[config.mk]
export PLATFORM = sky130hd
export DESIGN_NAME = delay_var_flat
export DESIGN_NICKNAME = d
export VERILOG_FILES = /design/src/rtl/delay_var_if.sv /design/src/rtl/delay_var.sv /design/src/flat_wrapper.sv
export SDC_FILE = /design/constraint.sdc
export NUM_CORES = 1
export LEC_CHECK = 0
export ABC_AREA = 1
export CORE_UTILIZATION = 45
export DETAILED_ROUTE_END_ITERATION = 12
export GPL_TIMING_DRIVEN = 0
export PLACE_DENSITY_LB_ADDON = 0.12
export SKIP_CTS_REPAIR_TIMING = 1
export SYNTH_ARGS = -nofsm -noshare
export SYNTH_HDL_FRONTEND = slang
export SYNTH_SLANG_ARGS = --single-unit
[constraint.sdc]
create_clock -name clk -period 2.4 [get_ports clk]
set_clock_uncertainty 0.05 [all_clocks]
set_input_delay 0.24 -clock clk [delete_from_list [all_inputs] [get_ports clk]]
set_output_delay 0.24 -clock clk [all_outputs]
set_load 0.02 [all_outputs]
[src/rtl/delay_var_if.sv]
// Streaming port bundle for the variable delay line: master drives data and control,
// slave returns the delayed word, its valid tag and the window-refilled flag.
interface delay_var_if #(
    parameter int N  = 1,
    parameter int SW = 5
);
    logic          ce;
    logic          clr;
    logic [SW-1:0] sel;
    logic [N-1:0]  d;
    logic          d_vld;
    logic [N-1:0]  q;
    logic          q_vld;
    logic          ready;

    modport master (output ce, clr, sel, d, d_vld, input  q, q_vld, ready);
    modport slave  (input  ce, clr, sel, d, d_vld, output q, q_vld, ready);
endinterface

[src/rtl/delay_var.sv]
// Clock-enabled variable delay line: taps stage sel_r, gating the valid tag until
// the selected window has been refilled after a delay change, clr or reset.
module delay_var #(
    parameter int N         = 1,
    parameter int MAX_DELAY = 16,
    parameter int SW        = 5
) (
    input  logic       clk,
    input  logic       rst_n,
    delay_var_if.slave bus
);
    localparam logic [SW-1:0] MAXD = SW'(MAX_DELAY);

    logic [N-1:0]       s [1:MAX_DELAY];
    logic [MAX_DELAY:1] v;
    logic [SW-1:0]      sel_r;
    logic [SW-1:0]      fcnt;
    logic [SW-1:0]      sel_c;
    logic [N-1:0]       tap_d;
    logic               tap_v;
    logic               ready_c;

    always_comb begin
        sel_c = bus.sel;
        if (bus.sel > MAXD) sel_c = MAXD;
    end

    always_ff @(posedge clk or negedge rst_n) begin
        if (!rst_n) begin
            for (int unsigned k = 1; k <= MAX_DELAY; k++) s[k] <= '0;
            v     <= '0;
            sel_r <= '0;
            fcnt  <= '0;
        end else begin
            // Data stages and sel_r follow ce only; clr never touches data.
            if (bus.ce) begin
                s[1] <= bus.d;
                for (int unsigned k = 2; k <= MAX_DELAY; k++) s[k] <= s[k-1];
                sel_r <= sel_c;
            end
            if (bus.clr) begin
                v    <= '0;
                fcnt <= '0;
            end else if (bus.ce) begin
                v[1] <= bus.d_vld;
                for (int unsigned k = 2; k <= MAX_DELAY; k++) v[k] <= v[k-1];
                if (sel_c != sel_r)
                    fcnt <= '0;
                else if (fcnt < MAXD)
                    fcnt <= fcnt + SW'(1);
            end
        end
    end

    always_comb begin
        tap_d = '0;
        tap_v = 1'b0;
        for (int unsigned k = 1; k <= MAX_DELAY; k++) begin
            if (sel_r == SW'(k)) begin
                tap_d = s[k];
                tap_v = v[k];
            end
        end
    end

    always_comb begin
        ready_c   = (fcnt >= sel_r);
        bus.ready = ready_c;
        // sel_r == 0 is a pure combinational bypass of the input.
        if (sel_r == '0) begin
            bus.q     = bus.d;
            bus.q_vld = bus.d_vld;
        end else begin
            bus.q     = tap_d;
            bus.q_vld = tap_v & ready_c;
        end
    end
endmodule

[src/flat_wrapper.sv]
// flat-port wrapper written by rule: the top's interface ports become plain ports
module delay_var_flat 
#(
    parameter int N         = 1,
    parameter int MAX_DELAY = 16,
    parameter int SW        = 5
)
  (clk, rst_n, bus_ce, bus_clr, bus_sel, bus_d, bus_d_vld, bus_q, bus_q_vld, bus_ready);
  delay_var_if #(.N(N), .SW(SW)) bus_i ();
  input  logic clk;
  input  logic rst_n;
  input wire logic [$bits(bus_i.ce)-1:0] bus_ce;
  input wire logic [$bits(bus_i.clr)-1:0] bus_clr;
  input wire logic [$bits(bus_i.sel)-1:0] bus_sel;
  input wire logic [$bits(bus_i.d)-1:0] bus_d;
  input wire logic [$bits(bus_i.d_vld)-1:0] bus_d_vld;
  output wire logic [$bits(bus_i.q)-1:0] bus_q;
  output wire logic [$bits(bus_i.q_vld)-1:0] bus_q_vld;
  output wire logic [$bits(bus_i.ready)-1:0] bus_ready;
  assign bus_i.ce = bus_ce;
  assign bus_i.clr = bus_clr;
  assign bus_i.sel = bus_sel;
  assign bus_i.d = bus_d;
  assign bus_i.d_vld = bus_d_vld;
  assign bus_q = bus_i.q;
  assign bus_q_vld = bus_i.q_vld;
  assign bus_ready = bus_i.ready;
  delay_var #(.N(N), .MAX_DELAY(MAX_DELAY), .SW(SW)) u_core (.clk(clk), .rst_n(rst_n), .bus(bus_i));
endmodule
==> results.toml <==
[floorplanning]
ios = 14
coreArea_sq_mm = 0.004786
die_h_um = 73.10
die_w_um = 73.10
num_rows = 25
dieArea_sq_mm = 0.005343
start_util_pct = 47.53

[outcome]
status = "finished clean"

[final_layout]
final_util_pct = 57.12
antenna_cells = 0
syn_to_final_growth_pct = 20.19
nets = 331
layout-drive-gt1-share_pct = 16.51
design_area_sq_mm = 0.002734
fin_cells = 382

[global_route]
grt-ovfl-total = 0
grt_max_degree = 33
grt_antenna_before_repair = 0
grt_pass1_vias = 1903
grt_first_pass_wirelength_um = 8990
track_usage_pct = 22.52

[cts]
clock_sinks = 42
cts_max_path_buffers = 2
cts.htree.levels = 2
clk_pin_slew_ps = 90
cts_root_buf = "clkbuf_8"
cts_tree = "built"
cts_buffers = 5
clk_latency_ps = 310

[timing]
worst_slew_pin_slew_ps = 478.6
hold_viol = 0
final-setup-viol-count = 0
final_min_period_over_clock_period_pct = 99.14
fmax_mhz = 420.3
finalCriticalPeriod_ps = 2379
maxSlewHeadroom_pct = 68.10
slew_violations = 0
rsz0062_at_grt = "true"

[routing]
via_per_inst = 5.202
drtPass1Iterations = 4
totalWireLength_um = 5358
wl_per_cell_um = 14.03
detail-route-antenna-nets = 0
drt_iter0_markers = 151
route.detailed.drc = 0
num_vias = 1987

[power]
switching_share_pct = 31.88
power_frac_comb_pct = 19.5
ir_drop_v = 0.0003236
p_leak_nw = 1.218
pwr-share-clk_pct = 30.6
pwr-share-seq_pct = 49.9
report.power.total_mw = 1.595
switchingPower_uw = 508.6
powerDensity_mw_per_mm2 = 583.5
p_int_mw = 1.087

[synthesis]
syn_area_sq_mm = 0.002275
synth_nets = 302
async_flop_share_pct = 100.0
netlist.area_leader.share_pct = 46.20
synth_area_leaders = "dfrtp_1 46%, nand2_1 9.2%, inv_1 6.3%, o21ai_0 5.7%, nand4_1 4.4%"
ys_seq_area_share_pct = 46.20
syn-instance-count = 285
ys_warn_count = 0
synth_cell_types = 31
synth_edf_count = 0
yosysTopAreaCell = "dfrtp_1"
ys.flop_type = "dfrtp_1"
ys_seq_elements = 42
syn_area_per_cell_sq_um = 7.981

[hold_path]
min_path_type = "in -> async"

[place]
routabilityCongestion = 0.8282
dp_hpwl_um = 3871
place.port_buffers = 12
dpl_cell_area_sq_mm = 0.002494
dpl.cell_count = 365

[critical_path]
start_kind = "register"
crit_required_ps = 2110
crit_path_end_kind = "output pin"
crit_type = "reg -> out"
r2r-start = "u_core.sel_r[4]"
ff2ff_path_depth = 10
worstPathMaxFanout = 7
r2r-end = "u_core.fcnt[2]"
crit_arrival_ps = 2090
r2r_setup_slack_ps = 520

[run]
cap_violations = 0
==> routing by layer <==
metal,global-route usage [%],up-vias,wire [um]
met5,0,-,0
met4,6.754,0,64
met3,4.972,6,163
met2,33.33,28,2311
met1,32.86,952,2819
li1,-,1001,-
==> per-stage QoR <==
stage | setup WS (ps) | hold slack [ps] | setup TNS [ps]
3_5_place_dp | -134.9 | 93.65 | -148.9
4_1_cts | -484.0 | -241.6 | -1145
3_3_place_gp | -129.5 | 419.2 | -5278
6_report | 20.68 | 283.2 | 0
5_1_grt | -53.54 | 339.7 | -115.1
2_1_floorplan | 527.2 | -105.6 | 0
==> critical path: stages, from the launching register on <==
cell	delay [ps]
dfrtp_1	370
buf_4	170
inv_4	100
ha_4	210
a21o_1	160
a221oi_2	200
and3_1	220
buf_4	120
inv_1	30
dlymetal6s2s_1	190
==> cell families (layout without fill, tap and decap cells) <==
logic type / count (synthesis) / count (layout) / synth area share, %
buf+inv: 54 / 84 / 9.186
flops: 42 / 42 / 46.20
compound gates: 50 / 50 / 13.26
fa+ha+maj: 6 / 6 / 3.300
simple gates: 129 / 129 / 26.51
xor+xnor: 4 / 4 / 1.540
==> state kept, by name (all words and copies together), names as in the netlist <==
| name | cells |
|---|---|
| u_core.fcnt | 5 |
| u_core.s | 16 |
| u_core.sel_r | 5 |
| u_core.v | 16 |
==> cells in the mapped netlist (2+ instances only) <==
cell,instances
inv_2,6
a21oi_1,6
nor3_2,2
nor3_1,4
xor2_1,4
o22ai_1,10
ha_1,6
nor4_1,2
nand3_1,13
nor2_2,4
dfrtp_1,42
inv_1,38
clkbuf_1,7
o21ai_0,26
buf_2,2
nand4_1,16
nor2_1,25
nand2_1,56
nand2_2,4
==> layout make-up <==
| class | count | area [sq um] |
|---|---|---|
| buffer | 10 | 52.55 |
| clock buffer | 5 | 68.82 |
| clock inverter | 3 | 25.02 |
| fill | 450 | 2052 |
| inverter | 44 | 180.2 |
| multi-input combinational | 189 | 1070 |
| sequential | 42 | 1054 |
| tap | 67 | 83.83 |
| timing repair buffer | 22 | 200.2 |
==> power groups by stage <==
stage,clock (mW),combinational [mW],sequential [mW]
global route,0.519,0.348,0.802
floorplan,0,0.181,0.796
CTS,0.495,0.278,0.793
detailed placement,0,0.277,0.806
finish,0.488,0.312,0.795
global placement,0,0.270,0.807
==> cells in the final DEF (no fill, tap or decap), types with 2 or more instances in the layout <==
master,count
nand2_1,56
dfrtp_1,40
inv_1,37
o21ai_0,26
nor2_1,22
nand4_1,16
nand3_1,13
buf_4,11
o22ai_1,10
clkdlybuf4s50_1,8
clkbuf_1,7
a21oi_1,6
nor2_2,5
clkbuf_8,5
nand2_2,4
nor3_1,4
xor2_1,4
ha_1,4
inv_2,3
clkinv_4,2
inv_4,2
inv_6,2
nor2_4,2
nor4_1,2
ha_4,2
buf_2,2
dfrtp_2,2
==> how the worst max path moves through the flow <==
stage | startpoint | to
floorplan | u_core.sel_r[2] | bus_q_vld
CTS | u_core.sel_r[2] | bus_q_vld
detailed placement | u_core.sel_r[2] | bus_q_vld
global placement | u_core.sel_r[2] | bus_q_vld
global route | u_core.sel_r[4] | bus_q_vld
finish | u_core.sel_r[2] | bus_ready
Note: power is estimated with default switching activity, not from simulation.
